## src/rtl/ysyx_22050550_ifu.sv

```systemverilog
`default_nettype none
// ============================================================================
//  Module   : ysyx_22050550_ifu
//  Purpose  : Instruction fetch unit. Owns the PC, issues one imem read per
//             instruction and presents {pc, instr} to decode via valid/ready.
//  Revision : 1.0 - initial release
// ============================================================================
module ysyx_22050550_ifu #(
    parameter int unsigned         PC_WIDTH = 64,
    parameter logic [PC_WIDTH-1:0] RESET_PC = 'h8000_0000
) (
    input  logic                clk,
    input  logic                rst,
    input  logic                redirect_valid_i,
    input  logic [PC_WIDTH-1:0] redirect_pc_i,
    output logic                imem_req_valid_o,
    input  logic                imem_req_ready_i,
    output logic [PC_WIDTH-1:0] imem_addr_o,
    input  logic                imem_rsp_valid_i,
    input  logic [31:0]         imem_rsp_data_i,
    output logic                id_valid_o,
    input  logic                id_ready_i,
    output logic [PC_WIDTH-1:0] pc_o,
    output logic [31:0]         instr_o,
    output logic [31:0]         fetch_cnt_o
);

    typedef enum logic [1:0] {
        S_IDLE = 2'd0,
        S_REQ  = 2'd1,
        S_WAIT = 2'd2,
        S_OUT  = 2'd3
    } state_t;

    state_t              r_state;
    logic [PC_WIDTH-1:0] r_pc;
    logic                r_drop;
    logic [PC_WIDTH-1:0] r_pc_out;
    logic [31:0]         r_instr;
    logic [31:0]         r_cnt;

    logic [PC_WIDTH-1:0] w_target;
    logic [PC_WIDTH-1:0] w_pc_plus4;
    logic                w_unused_lo;

    // Instructions are word aligned; the low target bits are discarded.
    assign w_target    = {redirect_pc_i[PC_WIDTH-1:2], 2'b00};
    assign w_unused_lo = ^redirect_pc_i[1:0];
    assign w_pc_plus4  = r_pc + {{(PC_WIDTH-3){1'b0}}, 3'd4};

    always_ff @(posedge clk or posedge rst) begin
        if (rst) begin
            r_state  <= S_IDLE;
            r_pc     <= RESET_PC;
            r_drop   <= 1'b0;
            r_pc_out <= '0;
            r_instr  <= '0;
            r_cnt    <= '0;
        end else begin
            unique case (r_state)
                S_IDLE: begin
                    r_state <= S_REQ;
                end
                S_REQ: begin
                    if (imem_req_ready_i) begin
                        // The old address already went out: mark it stale.
                        r_state <= S_WAIT;
                        r_drop  <= redirect_valid_i;
                        if (redirect_valid_i) begin
                            r_pc <= w_target;
                        end
                    end else if (redirect_valid_i) begin
                        r_pc <= w_target;
                    end
                end
                S_WAIT: begin
                    if (redirect_valid_i) begin
                        r_pc <= w_target;
                        if (imem_rsp_valid_i) begin
                            r_drop  <= 1'b0;
                            r_state <= S_REQ;
                        end else begin
                            r_drop  <= 1'b1;
                        end
                    end else if (imem_rsp_valid_i) begin
                        if (r_drop) begin
                            r_drop  <= 1'b0;
                            r_state <= S_REQ;
                        end else begin
                            r_pc_out <= r_pc;
                            r_instr  <= imem_rsp_data_i;
                            r_state  <= S_OUT;
                        end
                    end
                end
                S_OUT: begin
                    if (id_ready_i) begin
                        r_cnt   <= r_cnt + 32'd1;
                        r_pc    <= redirect_valid_i ? w_target : w_pc_plus4;
                        r_state <= S_REQ;
                    end else if (redirect_valid_i) begin
                        r_pc    <= w_target;
                        r_state <= S_REQ;
                    end
                end
                default: begin
                    r_state <= S_IDLE;
                end
            endcase
        end
    end

    assign imem_req_valid_o = (r_state == S_REQ);
    assign id_valid_o       = (r_state == S_OUT);
    assign imem_addr_o      = r_pc;
    assign pc_o             = r_pc_out;
    assign instr_o          = r_instr;
    assign fetch_cnt_o      = r_cnt;

endmodule
`default_nettype wire

```

## config.mk

```make
export PLATFORM = sky130hd
export DESIGN_NAME = ysyx_22050550_ifu
export DESIGN_NICKNAME = d
export VERILOG_FILES = /design/src/rtl/ysyx_22050550_ifu.sv
export SDC_FILE = /design/constraint.sdc
export NUM_CORES = 1
export LEC_CHECK = 0
export BUFFER_PORTS_ARGS = -buffer_cell sky130_fd_sc_hd__buf_2
export CORE_AREA = 2 2 205 207
export CTS_CLUSTER_DIAMETER = 30
export DETAILED_ROUTE_END_ITERATION = 8
export DIE_AREA = 0 0 207 209
export HOLD_SLACK_MARGIN = 0.15
export REMOVE_ABC_BUFFERS = 1
export SYNTH_ARGS = -nofsm -noshare
export SYNTH_HDL_FRONTEND = slang
export SYNTH_SLANG_ARGS = --single-unit
export TNS_END_PERCENT = 30
```

## constraint.sdc

```tcl
create_clock -name clk -period 14.84 [get_ports clk]
set_input_delay 1.484 -clock clk [delete_from_list [all_inputs] [get_ports clk]]
set_output_delay 1.484 -clock clk [all_outputs]
set_load 0.05 [all_outputs]
```

==> results.md <==
* Post-CTS sizing at 0
* Vias/cell at 4.95
* Port bufs at 293
* Setup slack after layout at 11.51 ns
* Actual slew at the worst max-slew pin at 1.15 ns
* FP Rows at 75
* Delay-heaviest family, CP: simple AND/OR/NAND/NOR gates
* All-Layer GR Usage at 0.159
* Placer Congestion at 0.834
* Setup Viol. Count Final at 0
* TritonCTS clock tree: yes
* Buffers & Inverters on Critical Path at 2
* Die width at 207 microns
* Yosys warning total at 0
* Clock transition at path regs at 0.07 ns
* Hold-fix buffers at CTS at 0
* Status: finished, final reports clean
* Worst setup startpoint: redirect_valid_i
* Core area at 0.0413 sq mm
* Netlist cell types at 62
* Final wirelength at 34.1 mm
* Async set or reset register ratio after synthesis at 1.00
* Place WS at 11.00 ns
* Fmax at 0.301 GHz
* Worst-path cell chain: buf_2 -> nor3_1 -> and2_4 -> buf_4 -> mux2_2
* FF-to-FF End: imem_addr_o[58]$_DFFE_PP0P_
* Fin. Hold Viols at 0
* Vias in the first global route at 8,369
* Worst-path maximum fanout at 56
* Design area at 0.0123 sq mm
* H-tree depth at 4
* Tcrit/Tclk final at 0.224
* Seq/Total Area, Yosys at 0.503
* First-pass GRT wire length at 52.3 mm
* P_leak at 5.62 nW
* Gr ovfl total at 0
* First drt pass iteration count at 6
* Setup slack, reg-to-reg at 11.64 ns
* Critical Path End Type: flip-flop
* Prevailing post-synth register cell: dfrtp_1
* Post-Syn Area at 0.00971 sq mm
* Design Power at 2.94 mW
* Initial core utilization at 0.235
* Max clock buf depth at 2
* Worst setup endpoint: instr_o[26]$_DFFE_PP0P_
* CP startpoint kind: input port
* Setup TNS at 0 ns
* Post-synth EDFFs at 0
* Min Tclk post-route at 3.33 ns
* Hold depth at 1
* Worst slew margin at 0.228
* Largest net degree at the start of global routing at 136
* Syn_area_per_cell at 10.5 sq um
* Worst path max stage delay at 0.71 ns
* Peak VDD IR at 141 uV
* CP required at 15.21 ns
* I/O pins at 296
* Via Count at 8,660
* Leading cell type in the layout, fill and taps excluded: buf_2
* Critical path class: in -> reg
* Total CTS buffers at 17
* Synthesized flop and latch total at 195
* DRC viols at 0
* Pwr dens at 240 mW/mm^2
* First DRT Iteration DRCs at 604
* Levels on crit path at 5
* Arr. time, crit path at 3.69 ns
* Layout cells sized above 1 at 0.371
* CP max-delay cell: buf_4
* Initial antenna violation count at 13
* Final net count at 1,298
* Die Y at 209 microns
* Hold Crit Class: reg -> reg
* Skew final at 0.00817 ns
* Final Max Tran Viols at 0
* FF-to-FF path depth at 5
* Die area at 0.0433 sq mm
* RSZ-0062 raised after global routing: false
* DR WL/cell at 19.5 microns
* Most frequent cells in the layout: buf_2 (293), dfrtp_1 (194), mux2_2 (97)
* FF-to-FF Start: imem_addr_o[4]$_DFFE_PP0P_
* Placed Area at 0.0117 sq mm
* Mapped Cells at 928
* Post-DRT Antenna Nets at 0
* Clk_lat worst skew at 0.49 ns
* Setup Fix Bufs, Post-CTS at 0
* Layout area overhead at 26.5%
* Clock sink count at 195
* Post-DP HPWL at 24.8 mm
* Max-cap violations at 0
* Root Buffer: clkbuf_16
## power breakdown
part           switching, mW  internal [mW]
combinational           1.09          0.375
sequential             0.280          0.736
clock                  0.232          0.235
## worst reg2reg max path: stages (launching register included)
cell,delay (ns)
dfrtp_1,0.59
nand4_2,0.27
or4_1,0.82
nor4_2,1.03
and4_1,0.33
o31a_1,0.11
## metal layers
| metal | wire length (microns) | share of wire | global-route usage | up-vias |
|---|---|---|---|---|
| li1 | - | - | - | 3995 |
| met4 | 735 | 0.022 | 0.0591 | 14 |
| met3 | 2950 | 0.086 | 0.0568 | 51 |
| met2 | 15900 | 0.46 | 0.252 | 390 |
| met5 | 82 | 0.0024 | 0 | - |
| met1 | 14500 | 0.42 | 0.200 | 4210 |
## cells in the mapped netlist (all sizes together), types with 3 or more instances
cell / count / area share
nand4: 40 / 0.028
o22ai: 6 / 0.0039
o311ai: 7 / 0.0063
clkbuf: 50 / 0.019
nand2: 64 / 0.025
xor2: 9 / 0.0081
xnor2: 22 / 0.020
a211o: 6 / 0.0054
and3: 22 / 0.014
inv: 20 / 0.0077
or4: 14 / 0.011
and2: 8 / 0.0052
or3: 5 / 0.0032
a32oi: 3 / 0.0027
dfrtp: 194 / 0.50
a22oi: 27 / 0.021
mux2i: 12 / 0.012
ha: 7 / 0.0090
mux2: 97 / 0.11
a21oi: 27 / 0.014
and4: 12 / 0.011
nand2b: 4 / 0.0026
or2: 5 / 0.0032
o2bb2ai: 3 / 0.0027
buf: 10 / 0.0044
nor2b: 13 / 0.0084
a31oi: 5 / 0.0032
nor4: 26 / 0.017
o21ai: 30 / 0.015
a311o: 5 / 0.0052
a222oi: 3 / 0.0031
nor2: 51 / 0.020
nand3: 58 / 0.030
nor3: 30 / 0.015
o211ai: 5 / 0.0039
## worst min path at each step
stage                                            from                          end  slack (ns)
after floorplan                    r_drop$_DFFE_PP0P_           r_drop$_DFFE_PP0P_        0.56
after global placement    fetch_cnt_o[31]$_DFFE_PP0P_  fetch_cnt_o[31]$_DFFE_PP0P_        0.47
after detailed placement  fetch_cnt_o[27]$_DFFE_PP0P_  fetch_cnt_o[27]$_DFFE_PP0P_        0.47
after CTS                 fetch_cnt_o[27]$_DFFE_PP0P_  fetch_cnt_o[27]$_DFFE_PP0P_        0.49
after global routing      fetch_cnt_o[27]$_DFFE_PP0P_  fetch_cnt_o[27]$_DFFE_PP0P_        0.50
final                     fetch_cnt_o[31]$_DFFE_PP0P_  fetch_cnt_o[31]$_DFFE_PP0P_        0.49
## registers in the layout, summed over array words and instances (netlist names)
signal       count
imem_addr_o     64
r_drop           1
instr_o         32
pc_o            64
fetch_cnt_o     32
r_state          2
## metrics by stage
step | std cells | hold slack [ns] | util
finish | 1748 | 0.486 | 0.297
global route | 1742 | 0.503 | 0.297
CTS | 1741 | 0.485 | 0.297
detailed placement | 1709 | 0.471 | 0.283
global placement | 1709 | 0.468 | 0.283
floorplan | 868 | 0.564 | -
## layout make-up
cell class / count / area [sq um]
fill: 4341 / 29000
sequential: 195 / 4880
multi-input combinational: 651 / 4520
timing repair buffer: 302 / 1530
tap: 539 / 674
clock buffer: 20 / 437
clock inverter: 12 / 124
inverter: 22 / 90.1
antenna: 7 / 17.5
## kinds of logic after synthesis
kind of cell / synth area share
AND/OR/NAND/NOR: 0.201
flip-flops: 0.503
AO/OA/AOI/OAI: 0.102
multiplexers: 0.125
buffers and inverters: 0.0323
XOR/XNOR: 0.0280
adder cells (fa/ha/maj): 0.00902
(Power assumes the default switching activity.)
